--- config.mk ---
export PLATFORM = sky130hd
export DESIGN_NAME = multicycle_proc
export DESIGN_NICKNAME = d
export VERILOG_FILES = /design/src/rtl/proc_pkg.sv /design/src/rtl/proc_alu.sv /design/src/rtl/multicycle_proc.sv
export SDC_FILE = /design/constraint.sdc
export NUM_CORES = 1
export LEC_CHECK = 0
export BUFFER_PORTS_ARGS = -buffer_cell sky130_fd_sc_hd__buf_2
export CORE_MARGIN = 2
export CORE_UTILIZATION = 46
export DETAILED_ROUTE_END_ITERATION = 12
export PLACE_DENSITY = 0.6
export SLEW_MARGIN = 20
export SYNTH_ARGS = -nofsm -noshare
export SYNTH_HDL_FRONTEND = slang
export SYNTH_SLANG_ARGS = --single-unit
--- constraint.sdc ---
create_clock -name Clock -period 9.5 [get_ports Clock]
set_clock_uncertainty 0.05 [all_clocks]
set_input_delay 1.425 -clock Clock [delete_from_list [all_inputs] [get_ports Clock]]
set_output_delay 1.425 -clock Clock [all_outputs]
set_load 0.01 [all_outputs]
--- src/rtl/proc_pkg.sv ---
// proc_pkg: shared definitions for the multicycle processor.
//   - default widths (DATA_W_DEF, SEL_W_DEF)
//   - 4-bit opcode constants
//   - FSM state type
//   - is_alu_op(): true for opcodes that take the T1/T2/T3 ALU path
package proc_pkg;

  localparam int DATA_W_DEF = 16;
  localparam int SEL_W_DEF  = 3;

  localparam logic [3:0] OP_MV   = 4'h0;
  localparam logic [3:0] OP_MVI  = 4'h1;
  localparam logic [3:0] OP_MVNZ = 4'h2;
  localparam logic [3:0] OP_ADD  = 4'h3;
  localparam logic [3:0] OP_SUB  = 4'h4;
  localparam logic [3:0] OP_OR   = 4'h5;
  localparam logic [3:0] OP_SLT  = 4'h6;
  localparam logic [3:0] OP_SLL  = 4'h7;
  localparam logic [3:0] OP_SRL  = 4'h8;

  typedef enum logic [2:0] {
    ST_T0,
    ST_T1,
    ST_T2,
    ST_T3,
    ST_IMM
  } state_t;

  function automatic logic is_alu_op(input logic [3:0] op);
    return (op >= OP_ADD) && (op <= OP_SRL);
  endfunction

endpackage

--- src/rtl/proc_alu.sv ---
// proc_alu: combinational ALU of the multicycle processor.
// Ports:
//   A      in  DATA_W  first operand (the A register)
//   B      in  DATA_W  second operand (the bus, carrying Ry)
//   op     in  4       opcode from IR
//   result out DATA_W  A op B; 0 for non-ALU opcodes
module proc_alu
  import proc_pkg::*;
#(
  parameter int DATA_W = DATA_W_DEF
) (
  input  logic [DATA_W-1:0] A,
  input  logic [DATA_W-1:0] B,
  input  logic [3:0]        op,
  output logic [DATA_W-1:0] result
);

  // Shift distances of DATA_W or more empty the word entirely.
  localparam logic [DATA_W-1:0] SH_LIM = DATA_W'(DATA_W);

  logic signed [DATA_W-1:0] a_s;
  logic signed [DATA_W-1:0] b_s;
  logic                     sh_big;

  assign a_s    = A;
  assign b_s    = B;
  assign sh_big = (B >= SH_LIM);

  always_comb begin
    result = '0;
    case (op)
      OP_ADD:  result = A + B;
      OP_SUB:  result = A - B;
      OP_OR:   result = A | B;
      OP_SLT:  result = {{(DATA_W-1){1'b0}}, (a_s < b_s)};
      OP_SLL:  result = sh_big ? '0 : (A << B);
      OP_SRL:  result = sh_big ? '0 : (A >> B);
      default: result = '0;
    endcase
  end

endmodule

--- src/rtl/multicycle_proc.sv ---
// multicycle_proc: bus-based multicycle processor with 2**SEL_W registers.
// Instructions arrive on DIN with a valid/ready handshake; mvi takes its
// immediate through a second handshake.
// Ports:
//   Clock     in  1       rising-edge clock
//   Clear     in  1       asynchronous active-low reset
//   DIN       in  DATA_W  instruction word or immediate
//   DIN_valid in  1       DIN holds a word
//   DIN_ready out 1       DIN is accepted this cycle (T0 and IMM)
//   BusWires  out DATA_W  internal bus value
//   Done      out 1       pulse on an instruction's final cycle
//   Illegal   out 1       pulse when an undefined opcode retires
// Build option: define PROC_MVNZ_EN to implement mvnz; without it
// opcode 0010 retires as illegal.
module multicycle_proc
  import proc_pkg::*;
#(
  parameter int DATA_W = DATA_W_DEF,
  parameter int SEL_W  = SEL_W_DEF
) (
  input  logic              Clock,
  input  logic              Clear,
  input  logic [DATA_W-1:0] DIN,
  input  logic              DIN_valid,
  output logic              DIN_ready,
  output logic [DATA_W-1:0] BusWires,
  output logic              Done,
  output logic              Illegal
);

  localparam int NREGS = 2**SEL_W;
  // Only the decoded field bits of an instruction are kept.
  localparam int IR_W  = 2*SEL_W + 4;

  state_t            state_q, state_d;
  logic [DATA_W-1:0] regs_q [NREGS];
  logic [DATA_W-1:0] a_q, g_q;
  logic [IR_W-1:0]   ir_q;
  logic              z_q;

  logic [3:0]        opcode;
  logic [SEL_W-1:0]  rx_sel, ry_sel;
  logic [DATA_W-1:0] rx_val, ry_val, bus, alu_res;
  logic              ready, done, ill;
  logic              ir_we, a_we, g_we, rf_we;

  assign opcode = ir_q[2*SEL_W+3 : 2*SEL_W];
  assign rx_sel = ir_q[2*SEL_W-1 : SEL_W];
  assign ry_sel = ir_q[SEL_W-1 : 0];
  assign rx_val = regs_q[rx_sel];
  assign ry_val = regs_q[ry_sel];

  proc_alu #(.DATA_W(DATA_W)) u_alu (
    .A      (a_q),
    .B      (bus),
    .op     (opcode),
    .result (alu_res)
  );

  always_comb begin
    state_d = state_q;
    bus     = '0;
    ready   = 1'b0;
    done    = 1'b0;
    ill     = 1'b0;
    ir_we   = 1'b0;
    a_we    = 1'b0;
    g_we    = 1'b0;
    rf_we   = 1'b0;
    case (state_q)
      ST_T0: begin
        ready = 1'b1;
        if (DIN_valid) begin
          ir_we   = 1'b1;
          state_d = ST_T1;
        end
      end
      ST_T1: begin
        case (opcode)
          OP_MV: begin
            bus     = ry_val;
            rf_we   = 1'b1;
            done    = 1'b1;
            state_d = ST_T0;
          end
`ifdef PROC_MVNZ_EN
          OP_MVNZ: begin
            bus     = ry_val;
            rf_we   = ~z_q;
            done    = 1'b1;
            state_d = ST_T0;
          end
`endif
          OP_MVI: state_d = ST_IMM;
          default: begin
            if (is_alu_op(opcode)) begin
              bus     = rx_val;
              a_we    = 1'b1;
              state_d = ST_T2;
            end else begin
              done    = 1'b1;
              ill     = 1'b1;
              state_d = ST_T0;
            end
          end
        endcase
      end
      ST_T2: begin
        bus     = ry_val;
        g_we    = 1'b1;
        state_d = ST_T3;
      end
      ST_T3: begin
        bus     = g_q;
        rf_we   = 1'b1;
        done    = 1'b1;
        state_d = ST_T0;
      end
      ST_IMM: begin
        ready = 1'b1;
        bus   = DIN;
        if (DIN_valid) begin
          rf_we   = 1'b1;
          done    = 1'b1;
          state_d = ST_T0;
        end
      end
      default: state_d = ST_T0;
    endcase
  end

  // The FSM sits in T0 during reset, so only DIN_ready needs Clear gating.
  assign DIN_ready = ready & Clear;
  assign BusWires  = bus;
  assign Done      = done;
  assign Illegal   = ill;

  always_ff @(posedge Clock or negedge Clear) begin
    if (!Clear) begin
      state_q <= ST_T0;
      for (int i = 0; i < NREGS; i++) regs_q[i] <= '0;
      a_q  <= '0;
      g_q  <= '0;
      ir_q <= '0;
      z_q  <= 1'b1;
    end else begin
      state_q <= state_d;
      if (ir_we) ir_q <= DIN[IR_W-1:0];
      if (a_we)  a_q  <= bus;
      if (g_we) begin
        g_q <= alu_res;
        z_q <= (alu_res == '0);
      end
      // Every register write takes its value from the bus.
      if (rf_we) regs_q[rx_sel] <= bus;
    end
  end

endmodule

==> summary.md, run 1 <==
* status: completed
* standard-cell rows: 59
* largest driver fanout on the critical path: 38
* cells on worst reg2reg path: 18
* part of the total power dissipated in combinational logic: 63.8%
* # nets final: 1384
* area share of the largest cell type after synthesis: 35.1%
* maximum level of the CTS H-tree: 4
* overall track demand over capacity in global routing: 31.4%
* fraction of power consumed by the clock network: 12.4%
* Seq cells post-synth: 173
* FFs w/ async S/R, synth: 100%
* class of the most critical hold timing path: reg2reg
* arrival time at the worst endpoint: 6.64 ns
* total power density per cell area: 451 mW/mm2
* maximum single-stage delay on the critical path: 0.90 ns
* area of the die: 0.0282 mm2
* CTS tree: done
* GR Overflow Total: 0
* number of stages on the worst hold path: 2
* share of final-layout standard cells stronger than drive strength 1: 16.9%
* CP max-delay cell: a2111oi_1
* Post-Synthesis Cells: 1340
* commonest cells after routing, fill and taps aside: dfrtp_1, nor2_1, a21oi_1, o21ai_0, nand2_1
* # setup viols final: 0
* net switching power: 0.00314 W
* number of warnings printed during yosys synthesis: 0
* number of resized instances in the post-cts repair step: 0
* boundary pin count: 38
* Antenna Diode Count: 0
* sequential fraction of the synthesis area: 35.1%
* multi-input combinational cell area: 0.00730 mm2
* most common library cell in the layout ignoring fill and taps: dfrtp_1
* length of the first detailed-routing pass in iterations: 6
* worst path bufs/invs: 4
* Static Leak: 5.63 nW
* Achievable Freq: 157 MHz
* DRC errors left: 0
* Crit path required time: 9.78 ns
* Final Instance Count excl. Fillers: 1663
* count of different cell masters after synthesis: 87
* insertion delay to the later sink of the worst-skew pair: 0.44 ns
* count of maximum capacitance violations: 0
* number of global-route vias before repair: 10500
* Crit path max-delay family: compound AO/OA/AOI/OAI gates
* Setup crit start kind: flop
* R2R setup slack: 3.15 ns
* DP Cell Count: 1631
* hold slack final: 0.455 ns
* final worst path period share: 66.9%
* Area growth syn-to-layout: 7.90%
* number of antenna violations at the first check in global routing: 2
* endpoint of the most critical register-to-register path: g_q[12]$_DFFE_PN0N_
* CP endpoint kind: flop
* library cell used as clock root buffer: clkbuf_16
* pin count of the biggest net entering global routing: 71
* post-synthesis net count: 1409
* end point of the most critical hold path: regs_q[36]$_DFFE_PN0P_
* post-cts hold buffer count: 0
* total of buffers placed on input and output ports: 37
* Post-Layout Inst Area: 0.0133 mm2
* final hold violation count: 0
* Register Area: 0.00433 mm2
* setup repair after global routing missed its margin: false
* total clock sinks: 173
* crit path time final: 6.35 ns
* first-pass GRT wire length: 66500 um
* Sequential Power Share: 23.8%
* Placer Congestion: 1.00
* transition at the pin with the smallest max-transition slack: 1.09 ns
* area of the core: 0.0262 mm2
* dominant cells by area after synthesis: dfrtp_1, mux4_2, nor2_1, a21oi_1, ha_1
* post-DP HPWL: 31400 um
* peak ir drop on the vdd network: 0.199 mV
* critical path class: reg2reg
* effective utilization at floorplan: 47.1%
* placed cell area: 0.0127 mm2
* final routed wire length divided by cell count: 26.4 um
* hold path start: regs_q[36]$_DFFE_PN0P_
* total chip power: 0.00601 W
* worst rel slew slack: 26.7%
* post-DR vias/cell: 6.62
* Pint: 0.00287 W
* dominant synthesized flop cell: dfrtp_1
* Final TNS setup: 0 ns
* total standard cell area after synthesis: 0.0123 mm2
* cells traversed along the worst timing path: buf_4 > mux2i_1 > a22oi_1 > o211ai_1 > o211a_1 > buf_4 > inv_2 > ha_1 > inv_1 > fa_1 > nor2b_1 > o2111ai_1 > o2111ai_1 > a2111oi_1 > nor2_1 > a221oi_1 > o221ai_1 > o22a_1
* total detailed-routing wirelength: 43900 um
* Num CTS Buffers: 17
* Final Slew Violations: 0
* EDFF count, synth: 0
* postcts setup bufs: 0
* Crit path depth: 18
* first-iteration detailed-routing DRC count: 1296
* Via Count: 11000
* startpoint of the worst-slack reg-to-reg timing path: ir_q[5]$_DFFE_PN0P_
* Chip Width: 168 um
* final antenna-violating net count: 0
* Max Buffers Root-to-Sink: 2
* layout filler cell count: 2461
* cell type with the largest total area after synthesis: dfrtp_1
* clock-pin slew on the worst setup and hold paths: 0.09 ns
* sw frac: 52.3%
* Avg Cell Area, Syn: 9.22 um2
* die span in y: 168 um
## Yosys cell counts, types with 15 or more instances
cell      number
buf_2         29
o22ai_1       42
a21o_1        15
nand3_1       15
clkbuf_1      62
o31ai_1       17
mux2i_1       56
nand2_1       98
o21ai_0       98
a22oi_1       15
nor3_1        21
a21oi_1      121
nor2_1       162
dfrtp_1      173
o221ai_1      15
ha_1          48
mux2_2        30
inv_1         47
mux4_2        49
## how the worst max path moves through the flow
stage	start	endpoint	slack (ns)
after CTS	ir_q[5]$_DFFE_PN0P_	g_q[12]$_DFFE_PN0N_	3.29
after floorplan	DIN[1]	g_q[11]$_DFFE_PN0N_	4.80
after global placement	ir_q[5]$_DFFE_PN0P_	g_q[12]$_DFFE_PN0N_	3.46
after detailed placement	ir_q[5]$_DFFE_PN0P_	g_q[12]$_DFFE_PN0N_	3.31
after global routing	ir_q[5]$_DFFE_PN0P_	g_q[12]$_DFFE_PN0N_	3.02
final	ir_q[5]$_DFFE_PN0P_	g_q[12]$_DFFE_PN0N_	3.15
## cells by family (layout without fill, tap and decap cells)
| kind of cell | after synthesis | count (layout) | synth area share (%) |
|---|---|---|---|
| xor gates and xnor gates | 2 | 2 | 0.142 |
| adders and majority gates | 50 | 50 | 5.19 |
| and+or+nand+nor | 372 | 372 | 13.9 |
| DFF | 173 | 173 | 35.1 |
| buffers and inverters | 166 | 154 | 6.34 |
| AOI/OAI and AO/OA | 442 | 442 | 23.2 |
| muxes | 135 | 135 | 16.2 |
## flip-flops by register name, indices dropped and copies added, names as in the netlist
signal   flops
ir_q        10
a_q         16
state_q      3
g_q         16
regs_q     128
## stage by stage
step           setup slack [ns]  util [%]
4_1_cts                    3.29      50.8
3_5_place_dp               3.31      48.4
6_report                   3.15      50.8
5_1_grt                    3.02      50.8
3_3_place_gp               3.46      48.4
2_1_floorplan              4.80         -
## layer usage
layer | wire [um] | part of all wire [%] | vias up | global-route usage (%)
li1 | - | - | 4916 | -
met1 | 18300 | 42 | 5448 | 43.1
met2 | 20700 | 47 | 547 | 50.8
met3 | 3370 | 7.7 | 100 | 4.33
met4 | 1530 | 3.5 | 2 | 11.7
met5 | 39 | 0.089 | - | 0
## worst min-delay path, stage by stage (launching register included)
cell and delay (ns):
dfrtp_1 0.36, nand2_1 0.05, o21ai_0 0.06
## power by group through the flow
stage	combinational (W)	clock, W	sequential [W]
after floorplan	0.00284	0	0.00124
after global routing	0.00411	0.000782	0.00147
after CTS	0.00374	0.000751	0.00142
after detailed placement	0.00373	0	0.00143
after global placement	0.00371	0	0.00142
final	0.00383	0.000743	0.00143
## cell type report
cell class | count | area share, %
Clock buffer | 17 | 3.19
Clock inverter | 15 | 1.55
Inverter | 50 | 1.41
Multi-Input combinational cell | 1001 | 54.8
Sequential cell | 173 | 32.5
Tap cell | 335 | 3.15
Timing Repair Buffer | 72 | 3.41
(Power assumes the default switching activity.)
==> run 2: changes to the inputs <==
- clock period: 9.5 -> 6.23 ns (I/O delays scaled with it)
==> summary.md, run 2 (synthesis results as in run 1) <==
* worst rel slew slack: 27.9%
* Final Slew Violations: 0
* status: completed
* # nets final: 1398
* transition at the pin with the smallest max-transition slack: 1.08 ns
* count of maximum capacitance violations: 0
* effective utilization at floorplan: 47.1%
* critical path class: reg2reg
* Crit path max-delay family: compound AO/OA/AOI/OAI gates
* most common library cell in the layout ignoring fill and taps: dfrtp_1
* Chip Width: 168 um
* post-DP HPWL: 31600 um
* final hold violation count: 0
* Regs by FF count: regs_q (128), a_q (16), g_q (16)
* GR Overflow Total: 0
* area of the core: 0.0262 mm2
* length of the first detailed-routing pass in iterations: 7
* peak ir drop on the vdd network: 0.292 mV
* pin count of the biggest net entering global routing: 65
* cells on worst reg2reg path: 15
* # setup viols final: 0
* largest driver fanout on the critical path: 45
* CP endpoint kind: flop
* Placer Congestion: 0.973
* startpoint of the worst-slack reg-to-reg timing path: ir_q[5]$_DFFE_PN0P_
* endpoint of the most critical register-to-register path: g_q[12]$_DFFE_PN0N_
* Via Count: 11100
* final antenna-violating net count: 0
* total chip power: 0.00923 W
* library cell used as clock root buffer: clkbuf_16
* insertion delay to the later sink of the worst-skew pair: 0.44 ns
* area of the die: 0.0282 mm2
* Achievable Freq: 185 MHz
* overall track demand over capacity in global routing: 31.6%
* clock-pin slew on the worst setup and hold paths: 0.08 ns
* class of the most critical hold timing path: in2async
* final worst path period share: 86.9%
* maximum level of the CTS H-tree: 4
* Setup crit start kind: flop
* DRC errors left: 0
* Crit path required time: 6.51 ns
* Area growth syn-to-layout: 8.66%
* crit path time final: 5.41 ns
* number of resized instances in the post-cts repair step: 0
* start point of the critical path: ir_q[5]$_DFFE_PN0P_
* number of flip-flops under the largest register name: 128
* worst path bufs/invs: 3
* commonest cells after routing, fill and taps aside: dfrtp_1, nor2_1, a21oi_1, nand2_1, o21ai_0
* maximum single-stage delay on the critical path: 1.06 ns
* Final TNS setup: 0 ns
* R2R setup slack: 0.82 ns
* largest reg by FF count: regs_q
* first-iteration detailed-routing DRC count: 1243
* boundary pin count: 38
* total detailed-routing wirelength: 44100 um
* cells traversed along the worst timing path: buf_4 > or3b_2 > nor2_1 > o32ai_1 > a221oi_2 > buf_4 > ha_1 > inv_1 > o2111ai_1 > o2111ai_1 > a2111oi_0 > nor2_1 > a221oi_1 > o221ai_1 > o22a_1
* arrival time at the worst endpoint: 5.69 ns
* Static Leak: 5.69 nW
* number of antenna violations at the first check in global routing: 0
* share of final-layout standard cells stronger than drive strength 1: 17.7%
* post-DR vias/cell: 6.62
* Final Instance Count excl. Fillers: 1677
* setup repair after global routing missed its margin: false
* postcts setup bufs: 0
* Antenna Diode Count: 0
* post-cts hold buffer count: 0
* Max Buffers Root-to-Sink: 2
* final core area utilization: 51.2%
* total of buffers placed on input and output ports: 37
* CP max-delay cell: dfrtp_2
* total clock sinks: 173
* hold slack final: 0.431 ns
* Num CTS Buffers: 17
* total power density per cell area: 688 mW/mm2
* final routed wire length divided by cell count: 26.3 um
* die span in y: 168 um
* Crit path depth: 15
* standard-cell rows: 59
* CP endpoint: g_q[12]$_DFFE_PN0N_
* first-pass GRT wire length: 67400 um
* CTS tree: done
* number of global-route vias before repair: 10600
* DP Cell Count: 1645
run 2: layout make-up:
| type | count | area (um2) |
|---|---|---|
| fill | 2514 | 12800 |
| multi-input combinational | 1001 | 7280 |
| sequential | 173 | 4330 |
| timing repair buffer | 86 | 559 |
| clock buffer | 17 | 425 |
| tap | 335 | 419 |
| clock inverter | 15 | 218 |
| inverter | 50 | 188 |
run 2: metrics by stage:
stage | setup WS, ns | cell area (um2)
floorplan | 1.71 | 12300
global placement | 0.982 | 12800
detailed placement | 0.926 | 12800
CTS | 0.892 | 13400
global route | 0.435 | 13400
finish | 0.819 | 13400
run 2: metal layers:
metal	share of wire (%)	track usage [%]
met1	43	44.6
met4	4.4	13.6
met2	45	48.9
met5	0	0
met3	7.7	4.47
run 2: how the worst min path moves through the flow:
stage | startpoint | endpoint | slack, ns | cells after the start
2_1_floorplan | regs_q[26]$_DFFE_PN0P_ | regs_q[26]$_DFFE_PN0P_ | 0.41 | 2
3_3_place_gp | regs_q[50]$_DFFE_PN0P_ | regs_q[50]$_DFFE_PN0P_ | 0.43 | 2
3_5_place_dp | regs_q[34]$_DFFE_PN0P_ | regs_q[34]$_DFFE_PN0P_ | 0.44 | 2
4_1_cts | Clear | regs_q[45]$_DFFE_PN0P_ | 0.44 | 1
5_1_grt | Clear | regs_q[45]$_DFFE_PN0P_ | 0.46 | 1
6_report | Clear | regs_q[125]$_DFFE_PN0P_ | 0.43 | 1
run 2: power breakdown:
group          total, W  switching, W  internal (W)
clock network   0.00116      0.000570      0.000592
logic           0.00576       0.00350       0.00226
registers       0.00230      0.000699       0.00161
total           0.00923       0.00477       0.00446
